<file path="config.mk">
export PLATFORM = sky130hd
export DESIGN_NAME = div_ctrl
export DESIGN_NICKNAME = d
export VERILOG_FILES = /design/src/rtl/div_ctrl.sv
export SDC_FILE = /design/constraint.sdc
export NUM_CORES = 1
export LEC_CHECK = 0
export BUFFER_PORTS_ARGS = -buffer_cell sky130_fd_sc_hd__buf_4
export CORE_MARGIN = 5
export CORE_UTILIZATION = 49
export CTS_BUF_LIST = sky130_fd_sc_hd__clkbuf_4
export DETAILED_ROUTE_END_ITERATION = 10
export GPL_ROUTABILITY_DRIVEN = 0
export GPL_TIMING_DRIVEN = 0
export PLACE_DENSITY = 0.78
export SYNTH_ARGS = -nofsm -noshare
export SYNTH_HDL_FRONTEND = slang
export SYNTH_SLANG_ARGS = --single-unit
</file>
<file path="constraint.sdc">
create_clock -name clk_in -period 8.5 [get_ports clk_in]
set_clock_uncertainty 0.1 [all_clocks]
set_input_delay 1.275 -clock clk_in [delete_from_list [all_inputs] [get_ports clk_in]]
set_output_delay 1.275 -clock clk_in [all_outputs]
set_load 0.01 [all_outputs]
</file>
<file path="src/rtl/div_ctrl.sv">
// Programmable tick divider with optional burst length, start/stop control and a
// cfg_valid/cfg_ready configuration handshake that is open only while idle.
module div_ctrl #(
  parameter int unsigned CNT_W   = 8,
  parameter int unsigned BURST_W = 8,
  parameter int unsigned DEF_DIV = 10
) (
  input  logic               clk_in,
  input  logic               rst,
  input  logic               cfg_valid,
  output logic               cfg_ready,
  input  logic [CNT_W-1:0]   cfg_div,
  input  logic [BURST_W-1:0] cfg_burst,
  input  logic               start,
  input  logic               stop,
  output logic               tick,
  output logic               busy,
  output logic               done,
  output logic [BURST_W-1:0] tick_cnt
);

  typedef enum logic [1:0] {IDLE = 2'd0, RUN = 2'd1, DONE = 2'd2} state_t;

  state_t             state, state_nxt;
  logic [CNT_W-1:0]   div_q;
  logic [BURST_W-1:0] burst_q;
  logic [CNT_W-1:0]   cnt;
  logic [CNT_W-1:0]   deff_m1;
  logic               tick_now;
  logic               last_tick;
  logic               go;
  logic               tick_d, done_d, busy_d;

  // Ratios 0 and 1 both mean "tick every cycle"
  assign deff_m1   = (div_q < CNT_W'(2)) ? '0 : div_q - CNT_W'(1);
  assign tick_now  = (state == RUN) && (cnt == deff_m1);
  assign last_tick = (burst_q != '0) && ((tick_cnt + BURST_W'(1)) == burst_q);
  assign go        = (state == IDLE) && start && !stop;
  assign cfg_ready = (state == IDLE);

  always_ff @(posedge clk_in or posedge rst) begin
    if (rst) state <= IDLE;
    else     state <= state_nxt;
  end

  always_comb begin
    state_nxt = state;
    case (state)
      IDLE:    if (start && !stop) state_nxt = RUN;
      RUN:     if (stop) state_nxt = IDLE;
               else if (tick_now && last_tick) state_nxt = DONE;
      DONE:    state_nxt = IDLE;
      default: state_nxt = IDLE;
    endcase
  end

  // Next values of the registered outputs
  always_comb begin
    tick_d = 1'b0;
    done_d = 1'b0;
    busy_d = (state_nxt != IDLE);
    if (state == RUN && !stop)  tick_d = tick_now;
    if (state == DONE && !stop) done_d = 1'b1;
  end

  always_ff @(posedge clk_in or posedge rst) begin
    if (rst) begin
      tick     <= 1'b0;
      done     <= 1'b0;
      busy     <= 1'b0;
      tick_cnt <= '0;
      cnt      <= '0;
      div_q    <= CNT_W'(DEF_DIV);
      burst_q  <= '0;
    end else begin
      tick <= tick_d;
      done <= done_d;
      busy <= busy_d;
      if (cfg_valid && cfg_ready) begin
        div_q   <= cfg_div;
        burst_q <= cfg_burst;
      end
      if (go) begin
        cnt      <= '0;
        tick_cnt <= '0;
      end else if (state == RUN && !stop) begin
        cnt <= tick_now ? '0 : cnt + CNT_W'(1);
        if (tick_now) tick_cnt <= tick_cnt + BURST_W'(1);
      end
    end
  end

endmodule

</file>
# Yosys cells after proc, flatten, opt, wreduce, memory -nomap -nowiden
# Cells that the tools add are included.
dict set report op_classes {
  add_sub_neg 3
  n_lt_le_gt_ge 1
  n_eq_ne 4
  mux 13
  n_reduce_logical 16
}
# cell count
set op_table {}
lappend op_table {{$mux 8} 7}
lappend op_table {{$add 8x1->8 const B} 2}
lappend op_table {{$eq 8x8->1} 2}
lappend op_table {{$logic_and 1x1->1} 9}
lappend op_table {{$lt 8x2->1 const B} 1}
lappend op_table {{$reduce_bool 8->1} 1}
lappend op_table {{$sub 8x1->8 const B} 1}
lappend op_table {{$mux 2} 3}
lappend op_table {{$reduce_bool 2->1} 3}
lappend op_table {{$pmux 2 s2} 1}
lappend op_table {{$eq 2x1->1 const B} 1}
lappend op_table {{$eq 2x2->1 const B} 1}
lappend op_table {{$logic_not 2->1} 1}
lappend op_table {{$mux 1} 2}
lappend op_table {{$reduce_and 2->1} 1}
lappend op_table {{$logic_not 1->1} 1}
dict set report totals {
  regBits 37
  in_bits 21
  elab_cells 45
}

# Logic depth before layout (Yosys ltp)
dict set report logic_depth {
  word_depth 9
  depth_mapped 10
  ltp_nobuf 9
}

# Worst setup path after synthesis
# OpenSTA, ideal clock, no wires.
dict set report synth_timing {
  path_type {input to register}
  from {input port stop}
  to {register cnt[1]}
  setup_time_ps 122
  arrival_ps 2583
  t_required_ps 8278
  path_slack_ps 5696
  stages 3
  cell_sequence {nor4b_1 nor2_1 a32o_1}
}
dict set report synth_between {
  elab_chain_len 3
  word_cells_on_any_way 5
  classes_between {1 x mux; 4 x reduce/logical}
}
# element line_no
set synth_lines {}
lappend synth_lines {{from (decl)} 15} ;# input logic stop,
lappend synth_lines {{$logic_not 1->1 (*)} {38, 86}}
lappend synth_lines {{$logic_and 1x1->1, on equally long branches} {38, 86}}
lappend synth_lines {{$mux 8 or $reduce_bool 2->1 (tied branches)} n/a}
lappend synth_lines {{to (signal assigned)} 87} ;# cnt <= tick_now ? '0 : cnt + CNT_W'(1);
lappend synth_lines {{to (decl)} 27} ;# logic [CNT_W-1:0] cnt;
# Every way passes the cells marked *; elsewhere a longest branch is shown, timed or not.
# A chain may end at the register's enable or synchronous reset.

# Worst setup path in the final report
dict set report layout_timing {
  from {register div_q[1]}
  to {register tick_cnt[2]}
}
dict set report layout_between {
  elab_chain_len 6
  word_cells_on_any_way 7
  classes_between {1 x add/sub; 1 x order compare; 1 x eq/ne; 1 x mux; 3 x reduce/logical}
}
# element line_no
set layout_lines {}
lappend layout_lines {{from (decl)} 25} ;# logic [CNT_W-1:0] div_q;
lappend layout_lines {{from (signal assigned)} 73} ;# div_q <= CNT_W'(DEF_DIV);
lappend layout_lines {{from (signal assigned)} 80} ;# div_q <= cfg_div;
lappend layout_lines {{$sub 8x1->8 or $lt 8x2->1 (tied branches)} 35} ;# assign deff_m1 = (div_q < CNT_W'(2)) ? '0 : div_q - CNT_W'(1);
lappend layout_lines {{$mux 8 (*)} 35}
lappend layout_lines {{$eq 8x8->1 (*)} 36} ;# assign tick_now = (state == RUN) && (cnt == deff_m1);
lappend layout_lines {{$logic_and 1x1->1 (*)} 36}
lappend layout_lines {{$reduce_bool 2->1 (no line) (*)} n/a}
lappend layout_lines {{$reduce_and 2->1 (no line) (*)} n/a}
lappend layout_lines {{to (signal assigned)} 88} ;# if (tick_now) tick_cnt <= tick_cnt + BURST_W'(1);
lappend layout_lines {{to (decl)} 19} ;# output logic [BURST_W-1:0] tick_cnt
# Marked as above.

==> impl_metrics.ini <==
[status]
status = finished, final reports clean

[logic_synthesis]
synthDistinctLibCells = 50
avgSynthCellArea_um2 = 10.06
synthTopCellsByArea = dfrtp_1 (40%), mux2_2 (6.7%), xnor2_1 (5.6%)
synth_seq_cells = 37
synth_edf_count = 0
synth.cell_area_mm2 = 0.002192
synthTopCellsByCount = dfrtp_1 (35), nand2_1 (17), xnor2_1 (14)
ys_seq_area_share_pct = 42.35
synth-compound-area-share_pct = 14.27
synth_mux_area_share_pct = 8.961
ys.flop_type = dfrtp_1
yosys.area_share.simple_pct = 21.18
synth_top_area_share_pct = 39.95
syn_nets = 242
post_synth_xor_area_fraction_pct = 8.562
yosysWarnings = 0
synth_top_family_by_area = simple AND/OR/NAND/NOR gates
synth_top_area_cell = dfrtp_1
async_flop_share_pct = 100.0
synth_most_common_cell = dfrtp_1
synthCells = 218
synth_fa_ha_area_share_pct = 1.712

[sta]
hold_violations = 0
fin_setup_tns_ns = 0
worst_pin_slew_ns = 0.9817
slew_viol_final = 0
relSlewSlack_pct = 34.38
post-route-period-util_pct = 34.51
max_freq_ghz = 0.3409
rsz0062_at_grt = no
setup_viol = 0
fin_crit_ns = 2.933

[critical_path]
end_kind = flip-flop
crit_family = simple AND/OR/NAND/NOR gates
start_kind = flip-flop
critical_path_arrival_ns = 3.12
worstPathCellList = inv_1, ha_1, nor3b_1, xor2_1, or4b_1, a21oi_2, o211ai_2, buf_6, or4_1, a21oi_1
worstSetupPathType = reg2reg
critical_path_buf_inv_count = 2
crit_fanout = 10
cpMaxStageDelayCell = dfstp_2
slowest_delay_ns = 0.57
cp_data_required_time_ns = 8.68

[layout]
fillers = 360
area_growth_pct = 19.06
seq_area_um2 = 928.4
drive_gt1_share_pct = 28.19
post-route-util_pct = 59.94
multi_input_area_mm2 = 0.001205
diodes = 0
num-nets-final = 282

[floorplan]
die_area_mm2 = 0.005911
start_util_pct = 50.34
fp.dieW_um = 76.89
io_pins = 33
fp.dieH_um = 76.89
core-area_mm2 = 0.004354
row_count = 24

[drt]
num_vias = 1792
wl_per_cell_um = 15.36
drt_iter0_drc = 203
ant_nets = 0
dr.pass1.iters = 4
drc = 0
drt_wl_total_um = 4778
vias_per_cell = 5.762

[hold_path]
hold_path.class = reg2reg

[global_routing]
grt_util_met2_pct = 24.53
grt_pass1_wl_um = 8045
met3_usage_pct = 3.630
grt_overflow = 0
grt_pass1_vias = 1659
grt.total_usage_pct = 16.66
antenna_found_initial = 0
met1_usage_pct = 24.16
busiest_layer = met2
grt_max_degree = 22

[clock_network]
clk_latency_ns = 0.34
clock_path_buffers = 2
cts.sinks = 37
clk_pin_slew_worst_paths_ns = 0.13
tritoncts = built
cts.repair.resized = 0
root_buffer = clkbuf_4
hold_buffers = 0
cts_setup_buffers = 0
numCtsBuffers = 5
htreeDepth = 2

[pwr]
max-vdd-ir-drop_uv = 227.6
p_leak_uw = 0.001120
p_per_area_mw_per_mm2 = 171.9

[placed_design]
io_buffer_count = 32
hpwl_um = 3659

[run]
cap_violations = 0
==> worst paths after layout <==
check / from / end / slack, ns / cells past startpoint
max: div_q[1]$_DFFE_PP1P_ / tick_cnt[2]$_DFFE_PP0P_ / 5.57 / 10
max in group asynchronous: rst / burst_q[6]$_DFFE_PP0P_ / 6.82 / 3
min in group asynchronous: rst / tick_cnt[7]$_DFFE_PP0P_ / 0.92 / 2
max reg2reg: div_q[1]$_DFFE_PP1P_ / tick_cnt[2]$_DFFE_PP0P_ / 5.57 / 10
min: state[0]$_DFF_PP0_ / done$_DFF_PP0_ / 0.42 / 1
min reg2reg: state[0]$_DFF_PP0_ / done$_DFF_PP0_ / 0.42 / 1
==> layout by cell type, fill, tap and decap left out, drive strengths merged, types with 3 or more instances in the layout <==
master,count
a21oi,11
and3,9
buf,35
clkbuf,11
dfrtp,35
ha,3
inv,8
mux2,13
mux2i,5
nand2,17
nand3,9
nor2,11
nor3,9
nor4,5
o21ai,13
o31ai,6
or2,5
or4,6
xnor2,15
xor2,3
==> registers in the layout, indices dropped and copies added (netlist names) <==
signal    cells
burst_q       8
cnt           8
div_q         8
tick_cnt      8
state         2
busy          1
done          1
tick          1
==> per-stage QoR <==
stage	worst slack, ns	power, µW	cell area [µm²]	hold WS (ns)	cells
after detailed placement	5.505	329.9	2531	0.3887	303
after CTS	5.542	450.4	2610	0.4240	311
final	5.567	448.8	2610	0.4211	311
after floorplan	5.696	298.1	2192	0.3507	218
after global placement	4.821	324.1	2497	0.3653	302
after global routing	5.418	472.7	2610	0.4354	311
==> cells by family (layout without fill, tap and decap cells) <==
logic type | Yosys count | in the layout
AO/OA/AOI/OAI | 43 | 43
AND/OR/NAND/NOR | 83 | 83
adder cells (fa/ha/maj) | 3 | 3
buffers and inverters | 15 | 56
multiplexers | 18 | 18
XOR/XNOR | 19 | 19
flip-flops | 37 | 37
==> routing by layer <==
layer / share of wire (%) / up-vias
met1: 49 / 873
li1: - / 877
met3: 3.9 / 6
met4: 1.6 / 0
met5: 0 / -
met2: 46 / 36
==> power breakdown <==
| part | total (µW) | leakage [µW] | internal [µW] | switching (µW) |
|---|---|---|---|---|
| registers | 217 | 0.000475 | 194 | 22.6 |
| logic | 109 | 0.000602 | 56.3 | 53.0 |
| clock network | 122 | 0.0000433 | 64.5 | 58.0 |
| total | 449 | 0.00112 | 315 | 134 |
==> worst register-to-register path: stages (launching register included) <==
cell      delay [ns]
dfstp_2         0.57
inv_1           0.07
ha_1            0.21
nor3b_1         0.16
xor2_1          0.17
or4b_1          0.50
a21oi_2         0.18
o211ai_2        0.18
buf_6           0.20
or4_1           0.41
a21oi_1         0.15
==> cell type report <==
class | instances | area share [%]
clock inverters | 2 | 1.294
well taps | 52 | 2.493
repair buffers | 33 | 10.26
plain buffers | 7 | 1.342
clock buffers | 6 | 1.726
inverters | 8 | 1.151
flip-flops and latches | 37 | 35.57
multi-input cells | 166 | 46.17
Power figures use the tool's default switching activity.
